===== src/rtl/fpga_panel_io_pkg.sv =====
// Shared key indices and window-count helper for the front-panel controller.
package panel_pkg;

   localparam int KEY_LOAD = 0;
   localparam int KEY_STEP = 1;
   localparam int KEY_PAGE = 2;
   localparam int NUM_KEYS = 3;

   // Number of display windows needed to cover the whole data word.
   function automatic int calc_pages(input int data_w, input int hex_digits);
      return (data_w + 4 * hex_digits - 1) / (4 * hex_digits);
   endfunction

endpackage


===== src/rtl/fpga_panel_io_key_debounce.sv =====
// One push-button: two-flop synchroniser, stable-count debouncer and press event.
module key_debounce #(
   parameter int DEB_CYCLES = 50000
) (
   input  logic clk_i,
   input  logic rst_n_i,
   input  logic key_n_raw_i,
   output logic pressed_o,
   output logic press_evt_o
);

   localparam int CNT_W = (DEB_CYCLES > 1) ? $clog2(DEB_CYCLES) : 1;
   localparam logic [CNT_W-1:0] CNT_MAX = CNT_W'(DEB_CYCLES - 1);

   logic             s1_q, s2_q, state_q, evt_q;
   logic [CNT_W-1:0] cnt_q;

   always_ff @(posedge clk_i) begin
      if (!rst_n_i) begin
         s1_q    <= 1'b1;
         s2_q    <= 1'b1;
         state_q <= 1'b1;
         cnt_q   <= '0;
         evt_q   <= 1'b0;
      end else begin
         s1_q  <= key_n_raw_i;
         s2_q  <= s1_q;
         evt_q <= 1'b0;
         if (s2_q == state_q) begin
            cnt_q <= '0;
         end else if (cnt_q == CNT_MAX) begin
            state_q <= s2_q;
            cnt_q   <= '0;
            // Only a released->pressed transition (state was 1) is an event.
            evt_q   <= state_q;
         end else begin
            cnt_q <= cnt_q + CNT_W'(1);
         end
      end
   end

   assign pressed_o   = ~state_q;
   assign press_evt_o = evt_q;

endmodule


===== src/rtl/fpga_panel_io.sv =====
// Board front panel: debounced keys, switch input latch, CPU single-step with
// optional auto-repeat, and a paged window of the CPU result for the hex digits.
module fpga_panel_io
   import panel_pkg::*;
#(
   parameter int DATA_W        = 16,
   parameter int SW_W          = 10,
   parameter int HEX_DIGITS    = 4,
   parameter int DEB_CYCLES    = 50000,
   parameter int REPEAT_CYCLES = 0,
   localparam int PAGES  = calc_pages(DATA_W, HEX_DIGITS),
   localparam int PAGE_W = (PAGES > 1) ? $clog2(PAGES) : 1
) (
   input  logic                    clk_i,
   input  logic                    rst_n_i,
   input  logic [2:0]              key_n_i,
   input  logic [SW_W-1:0]         sw_i,
   input  logic [DATA_W-1:0]       cpu_result_i,
   output logic [DATA_W-1:0]       cpu_input_o,
   output logic                    step_pulse_o,
   output logic [4*HEX_DIGITS-1:0] hex_nibbles_o,
   output logic [PAGE_W-1:0]       page_o,
   output logic [SW_W-1:0]         ledr_o
);

   localparam int WIN_W = 4 * HEX_DIGITS;
   localparam int EXT_W = PAGES * WIN_W;

   logic [NUM_KEYS-1:0] key_pressed, key_evt;
   logic                unused_pressed;
   logic                rep_fire;

   logic [SW_W-1:0]   sw_s1_q, sw_s2_q, ledr_q;
   logic [DATA_W-1:0] cpu_input_q, cpu_input_d;
   logic [PAGE_W-1:0] page_q, page_d;
   logic [WIN_W-1:0]  hex_q, hex_d;
   logic [EXT_W-1:0]  res_ext;

   for (genvar k = 0; k < NUM_KEYS; k++) begin : g_key
      key_debounce #(
         .DEB_CYCLES (DEB_CYCLES)
      ) u_deb (
         .clk_i       (clk_i),
         .rst_n_i     (rst_n_i),
         .key_n_raw_i (key_n_i[k]),
         .pressed_o   (key_pressed[k]),
         .press_evt_o (key_evt[k])
      );
   end

   assign unused_pressed = ^{key_pressed[KEY_LOAD], key_pressed[KEY_PAGE]};

   // Result padded with zeros so the last window may extend past DATA_W.
   assign res_ext = EXT_W'(cpu_result_i);

   always_comb begin
      cpu_input_d = cpu_input_q;
      if (key_evt[KEY_LOAD]) cpu_input_d = DATA_W'($signed(sw_s2_q));
      page_d = page_q;
      if (key_evt[KEY_PAGE])
         page_d = (page_q == PAGE_W'(PAGES - 1)) ? '0 : page_q + PAGE_W'(1);
      hex_d = WIN_W'(res_ext >> (int'(page_q) * WIN_W));
   end

   always_ff @(posedge clk_i) begin
      if (!rst_n_i) begin
         sw_s1_q     <= '0;
         sw_s2_q     <= '0;
         ledr_q      <= '0;
         cpu_input_q <= '0;
         page_q      <= '0;
         hex_q       <= '0;
      end else begin
         sw_s1_q     <= sw_i;
         sw_s2_q     <= sw_s1_q;
         ledr_q      <= sw_i;
         cpu_input_q <= cpu_input_d;
         page_q      <= page_d;
         hex_q       <= hex_d;
      end
   end

   if (REPEAT_CYCLES > 0) begin : g_repeat
      localparam int REP_W = (REPEAT_CYCLES > 1) ? $clog2(REPEAT_CYCLES) : 1;
      logic [REP_W-1:0] rep_cnt_q;
      logic             rep_q;

      // Counter sits at 0 in every pulse cycle, so pulses land REPEAT_CYCLES apart.
      always_ff @(posedge clk_i) begin
         if (!rst_n_i || !key_pressed[KEY_STEP]) begin
            rep_cnt_q <= '0;
            rep_q     <= 1'b0;
         end else if (rep_cnt_q == REP_W'(REPEAT_CYCLES - 1)) begin
            rep_cnt_q <= '0;
            rep_q     <= 1'b1;
         end else begin
            rep_cnt_q <= rep_cnt_q + REP_W'(1);
            rep_q     <= 1'b0;
         end
      end

      // Gating with the level kills a repeat that lands on the release edge.
      assign rep_fire = rep_q & key_pressed[KEY_STEP];
   end else begin : g_no_repeat
      assign rep_fire = 1'b0;
   end

   assign step_pulse_o  = key_evt[KEY_STEP] | rep_fire;
   assign cpu_input_o   = cpu_input_q;
   assign hex_nibbles_o = hex_q;
   assign page_o        = page_q;
   assign ledr_o        = ledr_q;

endmodule


===== config.mk =====
export PLATFORM = sky130hd
export DESIGN_NAME = fpga_panel_io
export DESIGN_NICKNAME = d
export VERILOG_FILES = /design/src/rtl/fpga_panel_io_pkg.sv /design/src/rtl/fpga_panel_io_key_debounce.sv /design/src/rtl/fpga_panel_io.sv
export SDC_FILE = /design/constraint.sdc
export NUM_CORES = 1
export LEC_CHECK = 0
export CAP_MARGIN = 20
export CELL_PAD_IN_SITES_DETAIL_PLACEMENT = 0
export CELL_PAD_IN_SITES_GLOBAL_PLACEMENT = 1
export CORE_MARGIN = 4
export CORE_UTILIZATION = 28
export CTS_CLUSTER_SIZE = 25
export DETAILED_ROUTE_END_ITERATION = 8
export HOLD_SLACK_MARGIN = 0.12
export PLACE_DENSITY = 0.69
export SLEW_MARGIN = 5
export SYNTH_ARGS = -nofsm -noshare
export SYNTH_HDL_FRONTEND = slang
export SYNTH_SLANG_ARGS = --single-unit

===== constraint.sdc =====
create_clock -name clk_i -period 2.1 [get_ports clk_i]
set_input_delay 0.21 -clock clk_i [delete_from_list [all_inputs] [get_ports clk_i]]
set_output_delay 0.21 -clock clk_i [all_outputs]
set_load 0.005 [all_outputs]

==> flow_summary.toml <==
[cells_and_area]
drive_gt1_share_pct = 6.860
multi_input_area_um2 = 1249
seqCellArea_um2 = 1722
nNetsFinal = 407
syn_to_final_growth_pct = 34.57
stdcell_count = 519
antennaDiodeCount = 0
fill_cells = 1102

[timing]
rsz0062_at_grt = "no"
fin_ws_ns = 0.2517
fin_setup_tns_ns = 0
skew_ns = 0.007694
min_period_ns = 1.848
worstMarginPinSlew_ns = 0.6107
hold_violations = 0
fin_crit_sh_pct = 88.02
max_freq_ghz = 0.5410
report.final.setup_viol = 0
maxSlewHeadroom_pct = 59.23
slew_viol_final = 0

[global_routing]
antenna_found_initial = 0
grt_pass1_vias = 2247
met1_usage_pct = 11.83
grt_start_max_net_pins = 25
use_met2_pct = 15.36
grt_pass1_wl_um = 10180
busiest_layer = "met2"
grt_use_total_pct = 9.783
gr-total-overflow = 0
met3_usage_pct = 3.583

[logic_synthesis]
synthAdderAreaFrac_pct = 0.8078
synthCells = 303
synth-xor-area-share_pct = 7.351
synth_mux_area_share_pct = 3.877
synth_area_per_cell_um2 = 10.22
yosys.area_share.simple_pct = 26.66
yosysUniqueCellTypes = 33
async_flop_share_pct = 0
synth_top_area_cell = "dfxtp_1"
synth.most_common_cell = "dfxtp_1"
yosys-top-cells-area = "dfxtp_1 (56%), and2_1 (7.3%), xnor2_1 (5.4%)"
synth_top_family_by_area = "simple AND/OR/NAND/NOR gates"
synth_flop_cell = "dfxtp_1"
yosys-top-cells-count = "dfxtp_1 (86), and2_1 (36), nor2_1 (32), xnor2_1 (19), mux2i_1 (12)"
synth_compound_area_share_pct = 1.494
synth_top_area_share_pct = 55.57
synth_warnings = 0
synth_edf_count = 0
ys_ff_latch = 86
synth_fp_nets = 336
synth_area_um2 = 3098
ys_seq_area_share_pct = 55.57

[power_and_ir_drop]
powerDensity_nw_per_um2 = 776.2
clockPowerShare_pct = 43.1
p_int_mw = 2.606
pwr-share-seq_pct = 52.0
switchingPower_mw = 0.6300
p_leak_nw = 1.413
peakVddDrop_v = 0.0003039
switching_share_pct = 19.47
pwr-share-comb_pct = 4.9

[critical_path]
cp_data_required_time_ns = 2.33
crit_path_max_fanout = 15
critPathKind = "register to register"
critical_path.slowest_cell = "or4_4"
timing.rr.start = "g_key[1].u_deb.cnt_q[11]"
rr_endpoint = "g_key[1].u_deb.cnt_q[6]"
r2r_slack_ns = 0.25
crit_path_cell_trace = "or4_1 -> or4_4 -> nand3_4 -> nor2_1"
setup.worst_path.end_class = "register"
r2r_cells = 4
crit_arrival_ns = 2.08
slowest_delay_ns = 0.57
start_kind = "register"

[floorplanning]
die_h_um = 113.2
boundaryPins = 75
core_area_um2 = 10840
die_x_um = 113.2
num_rows = 38
dieArea_um2 = 12810
start_util_pct = 28.58

[clocking]
post_cts_buffers = 0
clk_latency_ns = 0.34
clkTransAtPathRegs_ns = 0.09
numCtsBuffers = 9
cts.sinks = 86
cts-root-buf = "clkbuf_8"
clk_path_buf_depth = 2
h-tree-depth = 3
ctsResizeCount = 0
cts_hold_buf = 0
cts_tree = "yes"

[worst_hold_path]
hold_end = "hex_nibbles_o[3]"
hp-class = "input port to register"
min_path_cells = 2
holdCritStartpoint = "rst_n_i"

[detailed_routing]
drc = 0
routed_wl_um = 5893
ant_nets = 0
post_drt_via_cell_ratio = 4.279
wl_per_cell_um = 11.35
drt_iter0_drc = 55
drtPass1Iterations = 4
vias = 2221

[job]
max-cap-violations = 0

[placement]
dp_slack_ns = 0.2533
io_buffers = 72
dp.cells = 503
dp_hpwl_um = 4285
gp_congestion = 0.7522

[run_status]
status = "completed"
-- worst max-delay path: cells and delay by family, from the launching register on --
| kind | cells | cell delay (ns) |
|---|---|---|
| AND/OR/NAND/NOR | 4 | 1.39 |
| flip-flops | 1 | 0.35 |
-- layout make-up --
type	instances	share of cell area, %
well taps	140	4.202
repair buffers	76	17.89
clock buffers	11	3.391
inverters	8	0.7203
clock inverters	5	2.551
flip-flops and latches	86	41.30
multi-input cells	193	29.95
-- layout by cell type (no fill, tap or decap), types with 4 or more instances in the layout --
cell type	count
a21oi_1	4
and2_1	36
and3_1	5
buf_4	4
clkbuf_8	10
clkdlybuf4s50_1	71
dfxtp_1	86
inv_1	8
mux2i_1	12
nand2_1	11
nand2b_1	4
nand3_1	9
nand4_1	7
nor2_1	32
nor2b_1	10
nor3_1	7
nor4_1	7
or3_1	5
xnor2_1	19
xor2_1	7
-- power by group through the flow --
stage	clock, mW	combinational (mW)	sequential (mW)
finish	1.39	0.160	1.68
global route	1.52	0.174	1.69
CTS	1.45	0.164	1.68
detailed placement	0	0.162	1.72
global placement	0	0.160	1.72
floorplan	0	0.0460	1.72
-- cell families (layout without fill, tap and decap cells) --
group	count (synthesis)	after routing
fa+ha+maj	2	2
compound gates	8	8
buf+inv	24	100
simple gates	144	144
flops	86	86
xor+xnor	26	26
other cells	1	1
mux	12	12
-- metal layers --
| layer | wire (um) | part of all wire (%) |
|---|---|---|
| met3 | 460 | 7.8 |
| met2 | 2633 | 45 |
| met5 | 0 | 0 |
| met1 | 2675 | 45 |
| met4 | 124 | 2.1 |
-- how the worst max path moves through the flow --
| stage | start | to |
|---|---|---|
| 2_1_floorplan | g_key[1].u_deb.cnt_q[11] | g_key[1].u_deb.cnt_q[10] |
| 3_3_place_gp | g_key[1].u_deb.cnt_q[11] | g_key[1].u_deb.cnt_q[12] |
| 4_1_cts | g_key[1].u_deb.cnt_q[11] | g_key[1].u_deb.cnt_q[6] |
| 3_5_place_dp | g_key[1].u_deb.cnt_q[11] | g_key[1].u_deb.cnt_q[12] |
| 5_1_grt | g_key[1].u_deb.cnt_q[11] | g_key[1].u_deb.cnt_q[5] |
| 6_report | g_key[1].u_deb.cnt_q[11] | g_key[1].u_deb.cnt_q[6] |
-- registers in the layout, summed over array words and instances (netlist names) --
signal                   cells
cpu_input_o                 10
g_key.u_deb.cnt_q           32
g_key.u_deb.press_evt_o      2
g_key.u_deb.s1_q             2
g_key.u_deb.s2_q             2
g_key.u_deb.state_q          2
hex_nibbles_o               16
ledr_o                      10
sw_s2_q                     10
-- stage by stage --
step	cell area [um2]	hold slack, ns	total power [mW]	util (%)
after global routing	4169	0.2801	3.377	38.46
after detailed placement	3921	0.3965	1.883	36.17
after CTS	4169	0.2609	3.296	38.46
after global placement	3921	0.3930	1.880	36.17
final	4169	0.2685	3.236	38.46
after floorplan	3098	0.3115	1.768	-
Note: power is estimated with default switching activity, not from simulation.
